## config.mk

```make
export PLATFORM = sky130hd
export DESIGN_NAME = axis_pkt_gen
export DESIGN_NICKNAME = d
export VERILOG_FILES = /design/src/rtl/axis_bfm_pkg.sv /design/src/rtl/axis_lfsr.sv /design/src/rtl/axis_pkt_gen.sv
export SDC_FILE = /design/constraint.sdc
export NUM_CORES = 1
export LEC_CHECK = 0
export CORE_ASPECT_RATIO = 0.7
export CORE_MARGIN = 2
export CORE_UTILIZATION = 40
export CTS_CLUSTER_SIZE = 8
export DETAILED_ROUTE_END_ITERATION = 12
export PLACE_DENSITY_LB_ADDON = 0.12
export SYNTH_ARGS = -nofsm -noshare
export SYNTH_HDL_FRONTEND = slang
export SYNTH_SLANG_ARGS = --single-unit
```

## constraint.sdc

```tcl
create_clock -name aclk -period 6.6 [get_ports aclk]
set_input_delay 0.99 -clock aclk [delete_from_list [all_inputs] [get_ports aclk]]
set_output_delay 0.99 -clock aclk [all_outputs]
set_load 0.01 [all_outputs]
```

## src/rtl/axis_bfm_pkg.sv

```systemverilog
// Shared types and helpers for the AXI-Stream packet generator.
// Galois LFSR tap masks are right-shift form, keyed by data width.
package axis_bfm_pkg;

   typedef enum logic [1:0] {
      AXIS_MODE_INCR  = 2'd0,
      AXIS_MODE_CONST = 2'd1,
      AXIS_MODE_LFSR  = 2'd2
   } axis_mode_e;

   typedef enum logic [1:0] {
      ST_IDLE = 2'd0,
      ST_SEND = 2'd1,
      ST_GAP  = 2'd2,
      ST_DONE = 2'd3
   } axis_state_e;

   function automatic logic [63:0] lfsr_taps(input int w);
      logic [63:0] t;
      case (w)
         8:       t = 64'h0000_0000_0000_00B8;
         16:      t = 64'h0000_0000_0000_B400;
         32:      t = 64'h0000_0000_8020_0003;
         default: t = 64'hD800_0000_0000_0000;
      endcase
      return t;
   endfunction

endpackage

```

## src/rtl/axis_lfsr.sv

```systemverilog
// Galois LFSR whose register holds the payload that follows the current one.
// Load primes it from the seed (zero seed forced to 1); advance steps it once.
module axis_lfsr
   import axis_bfm_pkg::*;
#(
   parameter int DATA_W = 32
) (
   input  logic              aclk,
   input  logic              aresetn,
   input  logic              load,
   input  logic [DATA_W-1:0] seed,
   input  logic              advance,
   output logic [DATA_W-1:0] state
);

   localparam logic [63:0]       TAPS64 = lfsr_taps(DATA_W);
   localparam logic [DATA_W-1:0] TAPS   = TAPS64[DATA_W-1:0];

   function automatic logic [DATA_W-1:0] step(input logic [DATA_W-1:0] s);
      return (s >> 1) ^ (s[0] ? TAPS : '0);
   endfunction

   logic [DATA_W-1:0] state_d, state_q, seed_nz;

   always_comb begin
      seed_nz = (seed == '0) ? DATA_W'(1) : seed;
      state_d = state_q;
      if (load)
         state_d = step(seed_nz);
      else if (advance)
         state_d = step(state_q);
   end

   always_ff @(posedge aclk or negedge aresetn) begin
      if (!aresetn)
         state_q <= '0;
      else
         state_q <= state_d;
   end

   assign state = state_q;

endmodule

```

## src/rtl/axis_pkt_gen.sv

```systemverilog
// AXI-Stream packet generator: length/count/gap/pattern set at start.
// Define AXIS_PKT_GEN_LFSR_EN to compile in the LFSR payload mode.
module axis_pkt_gen
   import axis_bfm_pkg::*;
#(
   parameter int DATA_W = 32,
   parameter int DEST_W = 4,
   parameter int LEN_W  = 16
) (
   input  logic                  aclk,
   input  logic                  aresetn,
   input  logic                  cfg_start,
   input  logic [1:0]            cfg_mode,
   input  logic [DATA_W-1:0]     cfg_seed,
   input  logic [LEN_W-1:0]      cfg_len,
   input  logic [LEN_W-1:0]      cfg_npkt,
   input  logic [7:0]            cfg_gap,
   input  logic [DEST_W-1:0]     cfg_dest,
   output logic                  m_axis_tvalid,
   output logic [DATA_W-1:0]     m_axis_tdata,
   output logic [DATA_W/8-1:0]   m_axis_tkeep,
   output logic                  m_axis_tlast,
   output logic [DEST_W-1:0]     m_axis_tdest,
   output logic [0:0]            m_axis_tuser,
   input  logic                  m_axis_tready,
   output logic                  busy,
   output logic                  done,
   output logic [LEN_W-1:0]      pkt_sent
);

   localparam int KEEP_W = DATA_W / 8;

   axis_state_e state_d, state_q;
   axis_mode_e  mode_d, mode_q, eff_mode;

   logic [LEN_W-1:0]  len_d, len_q, npkt_d, npkt_q;
   logic [LEN_W-1:0]  beat_d, beat_q, pkt_d, pkt_q;
   logic [7:0]        gap_d, gap_q, gcnt_d, gcnt_q;
   logic [DEST_W-1:0] tdest_d, tdest_q;
   logic [DATA_W-1:0] tdata_d, tdata_q;
   logic [DATA_W-1:0] start_data, nxt_data;
   logic [KEEP_W-1:0] tkeep_d, tkeep_q;
   logic tvalid_d, tvalid_q, tlast_d, tlast_q;
   logic tuser_d, tuser_q, busy_d, busy_q;
   logic done_d, done_q;
   logic fire, last_pkt;

   assign fire     = tvalid_q && m_axis_tready;
   assign last_pkt = (pkt_q + LEN_W'(1)) == npkt_q;

`ifdef AXIS_PKT_GEN_LFSR_EN
   logic [DATA_W-1:0] lfsr_state;

   assign eff_mode = (cfg_mode == 2'd0) ? AXIS_MODE_INCR :
                     (cfg_mode == 2'd2) ? AXIS_MODE_LFSR :
                                          AXIS_MODE_CONST;
   assign start_data = (eff_mode != AXIS_MODE_LFSR) ? cfg_seed :
                       (cfg_seed == '0) ? DATA_W'(1) : cfg_seed;

   axis_lfsr #(.DATA_W(DATA_W)) u_lfsr (
      .aclk    (aclk),
      .aresetn (aresetn),
      .load    (state_q == ST_IDLE && cfg_start),
      .seed    (cfg_seed),
      .advance (fire && mode_q == AXIS_MODE_LFSR),
      .state   (lfsr_state)
   );
`else
   assign eff_mode   = (cfg_mode == 2'd0) ? AXIS_MODE_INCR
                                          : AXIS_MODE_CONST;
   assign start_data = cfg_seed;
`endif

   always_comb begin
      nxt_data = tdata_q;
      unique case (mode_q)
         AXIS_MODE_INCR: nxt_data = tdata_q + DATA_W'(1);
`ifdef AXIS_PKT_GEN_LFSR_EN
         AXIS_MODE_LFSR: nxt_data = lfsr_state;
`endif
         default:        nxt_data = tdata_q;
      endcase
   end

   always_ff @(posedge aclk or negedge aresetn) begin
      if (!aresetn)
         state_q <= ST_IDLE;
      else
         state_q <= state_d;
   end

   always_comb begin
      state_d = state_q;
      unique case (state_q)
         ST_IDLE:
            if (cfg_start)
               state_d = (cfg_npkt == '0) ? ST_DONE : ST_SEND;
         ST_SEND:
            if (fire && tlast_q) begin
               if (last_pkt)
                  state_d = ST_DONE;
               else if (gap_q != 8'd0)
                  state_d = ST_GAP;
            end
         ST_GAP:
            if (gcnt_q == 8'd1)
               state_d = ST_SEND;
         ST_DONE:
            state_d = ST_IDLE;
         default:
            state_d = ST_IDLE;
      endcase
   end

   always_comb begin
      mode_d   = mode_q;
      len_d    = len_q;
      npkt_d   = npkt_q;
      gap_d    = gap_q;
      gcnt_d   = gcnt_q;
      beat_d   = beat_q;
      pkt_d    = pkt_q;
      tdata_d  = tdata_q;
      tdest_d  = tdest_q;
      tkeep_d  = tkeep_q;
      tvalid_d = tvalid_q;
      tlast_d  = tlast_q;
      tuser_d  = tuser_q;
      busy_d   = busy_q;
      done_d   = 1'b0;
      unique case (state_q)
         ST_IDLE:
            if (cfg_start) begin
               mode_d   = eff_mode;
               len_d    = (cfg_len == '0) ? LEN_W'(1) : cfg_len;
               npkt_d   = cfg_npkt;
               gap_d    = cfg_gap;
               pkt_d    = '0;
               beat_d   = LEN_W'(1);
               tdata_d  = start_data;
               tdest_d  = cfg_dest;
               tkeep_d  = '1;
               tuser_d  = 1'b1;
               tlast_d  = cfg_len <= LEN_W'(1);
               tvalid_d = cfg_npkt != '0;
               busy_d   = cfg_npkt != '0;
               done_d   = cfg_npkt == '0;
            end
         ST_SEND:
            if (fire) begin
               tdata_d = nxt_data;
               if (!tlast_q) begin
                  beat_d  = beat_q + LEN_W'(1);
                  tlast_d = (beat_q + LEN_W'(1)) == len_q;
                  tuser_d = 1'b0;
               end else begin
                  // first beat of the next packet is staged even across a gap
                  pkt_d   = pkt_q + LEN_W'(1);
                  beat_d  = LEN_W'(1);
                  tuser_d = 1'b1;
                  tlast_d = len_q == LEN_W'(1);
                  if (last_pkt) begin
                     tvalid_d = 1'b0;
                     tuser_d  = 1'b0;
                     tlast_d  = 1'b0;
                     busy_d   = 1'b0;
                     done_d   = 1'b1;
                  end else if (gap_q != 8'd0) begin
                     tvalid_d = 1'b0;
                     gcnt_d   = gap_q;
                  end
               end
            end
         ST_GAP: begin
            gcnt_d = gcnt_q - 8'd1;
            if (gcnt_q == 8'd1)
               tvalid_d = 1'b1;
         end
         default: ;
      endcase
   end

   always_ff @(posedge aclk or negedge aresetn) begin
      if (!aresetn) begin
         mode_q   <= AXIS_MODE_INCR;
         len_q    <= '0;
         npkt_q   <= '0;
         gap_q    <= '0;
         gcnt_q   <= '0;
         beat_q   <= '0;
         pkt_q    <= '0;
         tdata_q  <= '0;
         tdest_q  <= '0;
         tkeep_q  <= '0;
         tvalid_q <= 1'b0;
         tlast_q  <= 1'b0;
         tuser_q  <= 1'b0;
         busy_q   <= 1'b0;
         done_q   <= 1'b0;
      end else begin
         mode_q   <= mode_d;
         len_q    <= len_d;
         npkt_q   <= npkt_d;
         gap_q    <= gap_d;
         gcnt_q   <= gcnt_d;
         beat_q   <= beat_d;
         pkt_q    <= pkt_d;
         tdata_q  <= tdata_d;
         tdest_q  <= tdest_d;
         tkeep_q  <= tkeep_d;
         tvalid_q <= tvalid_d;
         tlast_q  <= tlast_d;
         tuser_q  <= tuser_d;
         busy_q   <= busy_d;
         done_q   <= done_d;
      end
   end

   assign m_axis_tvalid = tvalid_q;
   assign m_axis_tdata  = tdata_q;
   assign m_axis_tkeep  = tkeep_q;
   assign m_axis_tlast  = tlast_q;
   assign m_axis_tdest  = tdest_q;
   assign m_axis_tuser  = tuser_q;
   assign busy          = busy_q;
   assign done          = done_q;
   assign pkt_sent      = pkt_q;

endmodule

```

### After elaboration in Yosys (flattened, before gate mapping)

Index checks and enable logic that the tools add are counted.

| cells by class | value |
|---|---|
| add/subtract/negate cells | 4 |
| magnitude comparators | 1 |
| eq/ne operators | 17 |
| muxes and demuxes | 52 |
| reduce and logical (&&, ||, !) cells | 20 |

Operators by type and width:

| cell | number |
|---|---|
| $mux 16 | 7 |
| $mux 32 | 3 |
| $pmux 16 s2 | 2 |
| $pmux 32 s2 | 1 |
| $add 16x1->16 const B | 2 |
| $add 32x1->32 const B | 1 |
| $eq 16x16->1 | 2 |
| $logic_not 16->1 | 2 |
| $mux 8 | 4 |
| $mux 1 | 22 |
| $eq 16x1->1 const B | 1 |
| $le 16x1->1 const B | 1 |
| $ne 2x2->1 const B | 8 |
| $pmux 8 s2 | 1 |
| $reduce_bool 16->1 | 1 |
| $mux 2 | 6 |
| $reduce_and 4->1 | 3 |
| $reduce_and 5->1 | 2 |
| $eq 8x1->1 const B | 1 |
| $pmux 1 s2 | 4 |
| $pmux 2 s4 | 1 |
| $reduce_bool 8->1 | 1 |
| $sub 8x1->8 const B | 1 |
| $logic_not 2->1 | 3 |
| 11 further kinds | 14 |

| storage, ports and cells | value |
|---|---|
| flip-flop bits (word level) | 126 |
| bits of input ports | 82 |
| output and inout port bits | 61 |
| logic and storage cells | 110 |

### Depth between registers and ports, before layout

Gate-level depths: netlist of run 1.

| logic depth | value |
|---|---|
| depth in word-level cells | 6 |
| mapped depth | 11 |
| depth with buffers taken out | 10 |

### Worst setup path after synthesis of run 1

No wires, ideal clock.

| timing path | value |
|---|---|
| kind | register to register |
| from | register pkt_q[0] (netlist: pkt_sent[0]) |
| to | register gcnt_q[4] |
| arrival | 2.527 ns |
| required time | 6.477 ns |
| setup slack | 3.951 ns |
| stages on the path, launching flop included | 12 |
| path through | dfrtp_1 > ha_1 > and4_1 > buf_6 > nand4_2 > mux2_1 > nand4_2 > nor3_2 > and2_4 > buf_6 > or4_1 > o221a_2 |

| between the ends | value |
|---|---|
| longest elaborated chain between the ends | 4 |

RTL lines:

| item | line | RTL |
|---|---|---|
| start, declared | axis_pkt_gen.sv:37 | `logic [LEN_W-1:0] beat_d, beat_q, pkt_d, pkt_q;` |
| start signal, assigned | axis_pkt_gen.sv:207 | `pkt_q <= pkt_d;` |
| $add 16x1->16 | axis_pkt_gen.sv:49 | `assign last_pkt = (pkt_q + LEN_W'(1)) == npkt_q;` |
| $eq 16x16->1 | axis_pkt_gen.sv:49 |  |
| $ne 2x2->1 (no line) | - |  |
| $reduce_and 5->1 (no line) | - |  |
| end signal, assigned | axis_pkt_gen.sv:205 | `gcnt_q <= gcnt_d;` |
| end, declared | axis_pkt_gen.sv:38 | `logic [7:0] gap_d, gap_q, gcnt_d, gcnt_q;` |

Every way passes these cells.
A chain may end at the register's enable or synchronous reset.

### Worst setup path in the final report of run 1

| timing path | value |
|---|---|
| from | register state_q[1] |
| to | register tdata_q[17] (netlist: m_axis_tdata[17]) |

| between the ends | value |
|---|---|
| longest elaborated chain between the ends | 3 |
| elaborated cells on any way between the ends | 8 |
| classes of those cells | eq/ne (4); mux (1); reduce/logical (3) |

RTL lines:

| item | line | RTL |
|---|---|---|
| start, declared | axis_pkt_gen.sv:33 | `axis_state_e state_d, state_q;` |
| start signal, assigned | axis_pkt_gen.sv:89 | `state_q <= state_d;` |
| $eq 2x1->1 / $logic_not 2->1 (equally long branches) | axis_pkt_gen.sv:131 | `unique case (state_q)` |
| $ne 2x1->1 (no line), or another cell as far along | - |  |
| $reduce_and 4->1 (no line) | - |  |
| end signal, assigned | axis_pkt_gen.sv:208 | `tdata_q <= tdata_d;` |
| end, declared | axis_pkt_gen.sv:40 | `logic [DATA_W-1:0] tdata_d, tdata_q;` |

Several ways; a longest one is shown, not always the timed one.

==> flow_summary.toml, run 1 <==
[worst_setup_path]
crit_chain = "inv_1, ha_2, inv_1, nand2_1, a21oi_4, nand2_1, o22ai_1, a21oi_1"
cpPeakStageDelay_ns = 0.87
crit_slowest_cell = "nand2_1"
crit_type = "reg -> reg"
cp_top_family = "compound AO/OA/AOI/OAI gates"
cp.required_ns = 6.89
crit_buf_inv = 2
crit_fanout = 30
cp-start-kind = "flip-flop"
arrival_ns = 3.96
end_kind = "flip-flop"

[timing]
worstMarginPinSlew_ns = 1.16
rsz0062_at_grt = "no"
post-route-period-util_pct = 55.6
hold_viol = 0
fin_skew_ns = 0.00845
relSlewSlack_pct = 22.3
setup_viol = 0
final_max_slew_viol_count = 0
whs_ns = 0.504
tns_ns = 0
clock.fmax_ghz = 0.273
min_period_ns = 3.67
setup_slack_ns = 2.93

[grt]
met2_usage_pct = 33.2
gr-usage-met3_pct = 5.72
grtUsageTotal_pct = 22.3
grt_max_degree = 65
grt_pass1_vias = 6455
antenna_found_initial = 0
busiest_layer = "met2"
grt_pass1_wl_um = 34400
grt_overflow_total = 0
met1_usage_pct = 32.1

[drt]
avgViaCountPerCell = 5.90
num_vias = 6801
wl_per_cell_um = 18.4
drtIter0Drc = 712
dr.pass1.iters = 5
drcViolationCount = 0
routed_wl_um = 21200
ant_nets = 0

[clocking]
cts_made_buffers = 17
clock-sinks = 125
cts-resized-gates = 0
cts_buffer_depth = 2
cts_setup_buffers = 0
clkLatencyLatePin_ns = 0.42
ctsHtreeMaxLevel = 4
clk_pin_slew_ns = 0.06
cts_tree = "done"
cts_hold_buffers = 0
clock-root-buffer = "clkbuf_16"

[synthesis]
yosys-top-cells-count = "dfrtp_1 (125), nand2_1 (69), a21oi_1 (61), o21ai_0 (57)"
syn_nets = 875
mappedNetlistArea_um2 = 7320
synth_top_cell_area_share_pct = 42.7
ys.flop_type = "dfrtp_1"
synth_area_per_cell_um2 = 9.34
yosysWarnings = 0
synth_cells = 784
async_flop_share_pct = 100
synth_edf_count = 0
synth_largest_area_cell = "dfrtp_1"
yosysSeqAreaShare_pct = 42.7
synth_area_leaders = "dfrtp_1 (43%), mux2_2 (6.6%), a21oi_1 (4.2%)"
post-synth-top-count-cell = "dfrtp_1"
yosys_register_bits = 125
ys_types = 70

[pwr]
power_density_nw_per_um2 = 440
ir_worst_vdd_mv = 0.216
p_int_mw = 2.46
p_comb_share_pct = 42.7
net-switching-power_mw = 1.70
pwr-share-seq_pct = 35.1
swShare_pct = 40.8
p_clk_share_pct = 22.3
p_leak_nw = 3.72

[cells_and_area]
antenna-diode-count = 0
syn2layout_area_growth_pct = 28.9
finalNetCount = 994
drive_above_1_share_pct = 11.4

[die]
start_util_pct = 40.8
die_h_um = 117
ios = 143
die_w_um = 166
fp.dieArea_um2 = 19400
core_um2 = 18000
num_rows = 41

[place]
place_hpwl_um = 15200
port_buffers = 142
place_congestion = 0.891
pre_cts_ws_ns = 2.77

[flow_run]
drv_cap = 0

[outcome]
outcome = "finished, final reports clean"

[worst_hold_path]
min_path_type = "reg -> reg"
[worst register-to-register path: stages, from the launching register on]
cell and delay [ns]:
dfrtp_1 0.41, inv_1 0.10, ha_2 0.36, inv_1 0.43, nand2_1 0.19, a21oi_4 0.63
nand2_1 0.87, o22ai_1 0.47, a21oi_1 0.07
[per-stage QoR]
| step | instance area [um^2] | instances | util (%) | total power, mW |
|---|---|---|---|---|
| floorplan | 7320 | 784 | - | 2.54 |
| detailed placement | 8860 | 1120 | 49.4 | 3.23 |
| CTS | 9440 | 1152 | 52.6 | 4.17 |
| global placement | 8860 | 1120 | 49.4 | 3.15 |
| finish | 9440 | 1152 | 52.6 | 4.16 |
| global route | 9440 | 1152 | 52.6 | 4.46 |
[cell families after synthesis]
family | share of synthesized area (%)
compound gates | 17.9
buf+inv | 3.62
simple gates | 20.2
xor+xnor | 4.30
fa+ha+maj | 1.54
mux | 9.70
flops | 42.7
[worst paths after layout]
kind	from	to	slack, ns	cells past startpoint
worst max register to register	state_q[1]	m_axis_tdata[17]	2.93	8
worst min register to register	m_axis_tdest[1]	m_axis_tdest[1]	0.50	1
worst min-delay path	m_axis_tdest[1]	m_axis_tdest[1]	0.50	1
max in group asynchronous	aresetn	m_axis_tdata[23]	4.59	2
min in group asynchronous	aresetn	npkt_q[15]	0.66	1
worst max-delay path	state_q[1]	m_axis_tdata[17]	2.93	8
[power by group through the flow]
stage                     Combinational [mW]  Clock (mW)  Sequential, mW
after floorplan                         1.16           0            1.38
after global placement                  1.70           0            1.44
after detailed placement                1.77           0            1.46
after CTS                               1.77       0.945            1.45
after global routing                    1.96       0.987            1.51
final                                   1.77       0.925            1.46
[flip-flops by register name, indices dropped and copies added (netlist names)]
| signal | cells |
|---|---|
| len_q | 16 |
| mode_q | 1 |
| m_axis_tkeep | 1 |
| gcnt_q | 8 |
| m_axis_tlast | 1 |
| beat_q | 16 |
| done | 1 |
| m_axis_tdest | 4 |
| gap_q | 8 |
| m_axis_tdata | 32 |
| m_axis_tuser | 1 |
| busy | 1 |
| npkt_q | 16 |
| state_q | 2 |
| pkt_sent | 16 |
| m_axis_tvalid | 1 |
[cell type report]
class | instances | area [um^2]
Sequential cell | 125 | 3130
Timing Repair Buffer | 146 | 1450
Inverter | 12 | 45.0
Clock buffer | 17 | 425
Tap cell | 236 | 295
Fill cell | 1676 | 8510
Clock inverter | 15 | 154
Multi-Input combinational cell | 601 | 3950
[routing by layer]
metal	up-vias	part of all wire [%]
met2	241	44
met4	0	1.1
li1	3190	-
met3	15	7.2
met1	3355	48
met5	-	0
[cells in the final DEF, fill, tap and decap left out, types with 7 or more instances in the layout]
| master | n |
|---|---|
| inv_1 | 12 |
| nand2_1 | 68 |
| o31ai_1 | 16 |
| a31oi_1 | 8 |
| inv_6 | 8 |
| a21oi_1 | 60 |
| nor3b_1 | 7 |
| clkdlybuf4s50_1 | 141 |
| or3_1 | 7 |
| a21o_1 | 7 |
| nor3_1 | 18 |
| mux2_2 | 43 |
| ha_1 | 8 |
| nand3_1 | 43 |
| nor2_1 | 35 |
| o22ai_1 | 33 |
| xnor2_1 | 23 |
| clkbuf_16 | 17 |
| mux2i_1 | 20 |
| nor4_1 | 14 |
| o21ai_0 | 57 |
| nand4_1 | 22 |
| dfrtp_1 | 125 |
| xor2_1 | 13 |
| and3_1 | 22 |
Note: power is estimated with default switching activity, not from simulation.
==> inputs of run 2 (changes only) <==
==> constraint.sdc (replaced) <==
create_clock -name aclk -period 3.8 [get_ports aclk]
set_input_delay 0.57 -clock aclk [delete_from_list [all_inputs] [get_ports aclk]]
set_output_delay 0.57 -clock aclk [all_outputs]
set_load 0.01 [all_outputs]
==> run 2 against run 1 <==
  * Global-route usage fell by 0.058 points
  * Critical path depth is 1 higher
  * First-iteration DRC count fell by 11%
  * Largest cell class unchanged
  * Sequential cell count unchanged
==> flow_summary.toml, run 2 (same netlist as run 1, synthesis figures left out) <==
[worst_setup_path]
crit_type = "reg -> reg"
r2r_slack_ns = 0.88
cp-start-kind = "flip-flop"
crit_chain = "ha_1, and4_1, nand4_2, mux2_1, nand4_2, nor3_2, and2_4, o211ai_2, mux2_4"
r2r-start = "pkt_sent[0]"
crit_fanout = 11
arrival_ns = 3.22
endpoint = "m_axis_tvalid"
cp.required_ns = 4.10
cpMostUsedCell = "nand4_2"
crit_slowest_cell = "dfrtp_1"
end_kind = "flip-flop"
crit_buf_inv = 0
reg2reg_depth = 9
cpPeakStageDelay_ns = 0.47
cp_top_family = "simple AND/OR/NAND/NOR gates"
startpoint = "pkt_sent[0]"
cp.depth = 9
r2r-end = "m_axis_tvalid"

[die]
fp.dieArea_um2 = 19400
start_util_pct = 40.8
ios = 143
die_w_um = 166
num_rows = 41
core_um2 = 18000
die_h_um = 117

[drt]
avgViaCountPerCell = 5.84
num_vias = 6753
wl_per_cell_um = 18.5
drcViolationCount = 0
drtIter0Drc = 631
routed_wl_um = 21500
dr.pass1.iters = 5
ant_nets = 0

[pwr]
pwr-share-seq_pct = 34.6
power_density_nw_per_um2 = 772
net-switching-power_mw = 2.98
p_int_mw = 4.36
p_comb_share_pct = 42.8
p_leak_nw = 3.75
p_clk_share_pct = 22.6
ir_worst_vdd_mv = 0.398
finalPower_mw = 7.35
swShare_pct = 40.6

[grt]
busiest_layer = "met1"
grt_pass1_vias = 6302
grt_pass1_wl_um = 34200
antenna_found_initial = 0
grt_max_degree = 50
grt_overflow_total = 0
grtUsageTotal_pct = 22.2
gr-usage-met3_pct = 4.94
met2_usage_pct = 32.2
met1_usage_pct = 32.9

[place]
pre_cts_ws_ns = 0.926
place_congestion = 0.908
post_dp_cell_area_um2 = 8910
post-place-cells = 1125
port_buffers = 142
place_hpwl_um = 15600

[cells_and_area]
largest_reg_flops = 32
final_cell_mix = "clkdlybuf4s50_1 (141), dfrtp_1 (125), nand2_1 (68), a21oi_1 (60), o21ai_0 (57)"
finalNetCount = 999
antenna-diode-count = 0
layout_commonest_cell = "clkdlybuf4s50_1"
final_cells = 1157
finalInstanceArea_um2 = 9510
fillers = 1649
fin_util_pct = 53.0
syn2layout_area_growth_pct = 29.9
drive_above_1_share_pct = 11.8

[worst_hold_path]
min_path_type = "in -> async"

[clocking]
clk_pin_slew_ns = 0.07
cts_setup_buffers = 0
cts-resized-gates = 0
clock-root-buffer = "clkbuf_16"
cts_tree = "done"
cts_buffer_depth = 2
clkLatencyLatePin_ns = 0.42
clock-sinks = 125
cts_made_buffers = 17
cts_hold_buffers = 0
ctsHtreeMaxLevel = 4

[flow_run]
drv_cap = 0

[timing]
min_period_ns = 2.92
final_max_slew_viol_count = 0
rsz0062_at_grt = "no"
clock.fmax_ghz = 0.342
worstMarginPinSlew_ns = 1.14
fin_skew_ns = 0.0124
relSlewSlack_pct = 24.0
tns_ns = 0
whs_ns = 0.168
post-route-period-util_pct = 76.9
hold_viol = 0
setup_viol = 0
setup_slack_ns = 0.878

[outcome]
outcome = "finished, final reports clean"
run 2: cell types whose count changed in the layout (fill, tap and decap cells not counted), sizes merged:
cell / previous run / this run
bufinv: 1 / 2
clkinvlp: 1 / 3
clkinv: 4 / 1
buf: 5 / 10
run 2: worst min path at each step:
stage	start	endpoint	cells after the start
after floorplan	aresetn	beat_q[0]	0
after global placement	m_axis_tdest[2]	m_axis_tdest[2]	1
after detailed placement	m_axis_tdest[2]	m_axis_tdest[2]	1
after CTS	aresetn	npkt_q[15]	1
after global routing	aresetn	npkt_q[10]	1
final	aresetn	npkt_q[15]	1
run 2: power by group through the flow:
| stage | Sequential [mW] | Clock (mW) | Combinational [mW] |
|---|---|---|---|
| after global placement | 2.50 | 0 | 3.06 |
| after CTS | 2.53 | 1.69 | 3.15 |
| after detailed placement | 2.54 | 0 | 3.14 |
| final | 2.54 | 1.66 | 3.15 |
| after floorplan | 2.40 | 0 | 2.01 |
| after global routing | 2.63 | 1.76 | 3.47 |
run 2: layout make-up:
class,count,area [um^2],share of cell area (%)
repair buffers,151,1500,15.8
inverters,12,45.0,0.473
clock inverters,15,173,1.82
flip-flops and latches,125,3130,32.9
clock buffers,17,425,4.47
well taps,236,295,3.10
multi-input cells,601,3950,41.5
run 2: metal layers:
layer | wire length [um] | vias up
met1 | 10800 | 3291
met2 | 9000 | 234
li1 | - | 3200
met3 | 1350 | 28
met4 | 289 | 0
met5 | 0 | -
==> inputs of run 3 (changes only) <==
==> constraint.sdc (replaced) <==
create_clock -name aclk -period 2.85 [get_ports aclk]
set_input_delay 0.4275 -clock aclk [delete_from_list [all_inputs] [get_ports aclk]]
set_output_delay 0.4275 -clock aclk [all_outputs]
set_load 0.01 [all_outputs]
==> run 3 against run 2 <==
  * Register-to-register slack worse by 0.69 ns
  * Sequential power rose by 32%
  * Hold slack worse by 0.16 ns
  * Sequential cell count is the same
  * Critical endpoint unchanged
  * Clock skew down 0.0018 ns
  * Via count rose by 0.70%
  * Routed wire length is 2.5% higher
  * Sequential share of layout area is 0.51 points lower
  * Core utilization is 0.84 points higher
  * Cell area rose by 1.6%
  * Die area unchanged
==> flow_summary.toml, run 3 (same netlist as run 1, synthesis figures left out) <==
[timing]
fin_skew_ns = 0.0106
min_period_ns = 2.66
final_max_slew_viol_count = 0
hold_viol = 0
rsz0062_at_grt = "no"
worstMarginPinSlew_ns = 0.834
post-route-period-util_pct = 93.4
tns_ns = 0
setup_viol = 0
clock.fmax_ghz = 0.376
relSlewSlack_pct = 43.9
setup_slack_ns = 0.189

[drt]
num_vias = 6800
ant_nets = 0
routed_wl_um = 22000
drcViolationCount = 0
dr.pass1.iters = 5
avgViaCountPerCell = 5.78
drtIter0Drc = 712
wl_per_cell_um = 18.7

[grt]
grt_pass1_vias = 6532
grt_max_degree = 53
grtUsageTotal_pct = 22.8
antenna_found_initial = 0
grt_overflow_total = 0
grt_pass1_wl_um = 35000

[place]
place_congestion = 0.922
port_buffers = 142
pre_cts_ws_ns = 0.158
place_hpwl_um = 15900

[clocking]
clock-root-buffer = "clkbuf_16"
clkLatencyLatePin_ns = 0.43
cts_buffer_depth = 2
ctsHtreeMaxLevel = 4
clk_pin_slew_ns = 0.07
cts-resized-gates = 0
cts_hold_buffers = 0
cts_tree = "done"
clock-sinks = 125
cts_setup_buffers = 0
cts_made_buffers = 17

[cells_and_area]
syn2layout_area_growth_pct = 31.9
finalNetCount = 1019
final_cell_mix = "clkdlybuf4s50_1 (141), dfrtp_1 (125), nand2_1 (68), a21oi_1 (60), o21ai_0 (57)"
seq_area_um2 = 3130
largest_reg_flops = 32
antenna-diode-count = 0
layout_commonest_cell = "clkdlybuf4s50_1"
drive_above_1_share_pct = 14.0
fillers = 1626
multiInputGateArea_um2 = 3960

[pwr]
p_leak_nw = 3.85
power_density_nw_per_um2 = 1020
ir_worst_vdd_mv = 0.452

[die]
start_util_pct = 40.8
die_h_um = 117
core_um2 = 18000
num_rows = 41
die_w_um = 166
fp.dieArea_um2 = 19400
ios = 143

[worst_setup_path]
crit_type = "reg -> reg"
end_kind = "flip-flop"
cp.required_ns = 3.15
arrival_ns = 2.96
r2r-start = "pkt_sent[1]"
reg2reg_depth = 9
r2r-end = "m_axis_tvalid"
crit_fanout = 11
r2r_slack_ns = 0.19
cp-start-kind = "flip-flop"

[outcome]
outcome = "finished, final reports clean"

[worst_hold_path]
min_path_type = "in -> async"

[flow_run]
drv_cap = 0
## run 3: how the worst max path moves through the flow
stage | from | end | slack [ns] | cells past startpoint
final | pkt_sent[1] | m_axis_tvalid | 0.19 | 9
after global routing | beat_q[0] | m_axis_tlast | 0.06 | 9
after CTS | pkt_sent[1] | gcnt_q[4] | 0.15 | 9
after detailed placement | pkt_sent[1] | gcnt_q[4] | 0.16 | 9
after global placement | pkt_sent[6] | gcnt_q[4] | 0.26 | 8
after floorplan | pkt_sent[0] | gcnt_q[4] | 0.20 | 11
## run 3: power breakdown
part	switching (mW)	internal (mW)
logic	2.22	2.12
clock network	0.942	1.23
registers	0.886	2.47
total	4.05	5.81
## run 3: critical path, cell delays in order, from the launching register on
cell	delay, ns
dfrtp_1	0.42
ha_1	0.19
and4_2	0.36
nand4_2	0.17
mux2_1	0.26
nand4_2	0.17
nor3_2	0.27
and2_4	0.27
o211ai_2	0.11
mux2_4	0.31
## run 3: final cells by class
| type | instances | area share (%) |
|---|---|---|
| inverters | 12 | 0.466 |
| clock inverters | 15 | 1.57 |
| repair buffers | 171 | 17.2 |
| well taps | 236 | 3.06 |
| clock buffers | 17 | 4.40 |
| flip-flops and latches | 125 | 32.4 |
| multi-input cells | 601 | 40.9 |
## run 3: stage by stage
step | area, um^2 | power [mW] | hold slack, ns | utilization [%] | std cells
final | 9660 | 9.86 | 0.00615 | 53.8 | 1177
after global routing | 9660 | 10.5 | 0.0515 | 53.8 | 1177
after CTS | 9650 | 9.85 | 0.0336 | 53.8 | 1177
after detailed placement | 9080 | 7.66 | 0.493 | 50.6 | 1145
after global placement | 9080 | 7.53 | 0.486 | 50.6 | 1145
after floorplan | 7320 | 5.87 | 0.132 | - | 784
## run 3: per-layer routing
| metal | vias to the layer above | wire length [um] | GRT usage, % |
|---|---|---|---|
| met2 | 245 | 9200 | 32.9 |
| met1 | 3308 | 11000 | 33.9 |
| li1 | 3230 | - | - |
| met5 | - | 0 | 0 |
| met4 | 0 | 201 | 6.38 |
| met3 | 17 | 1540 | 5.65 |
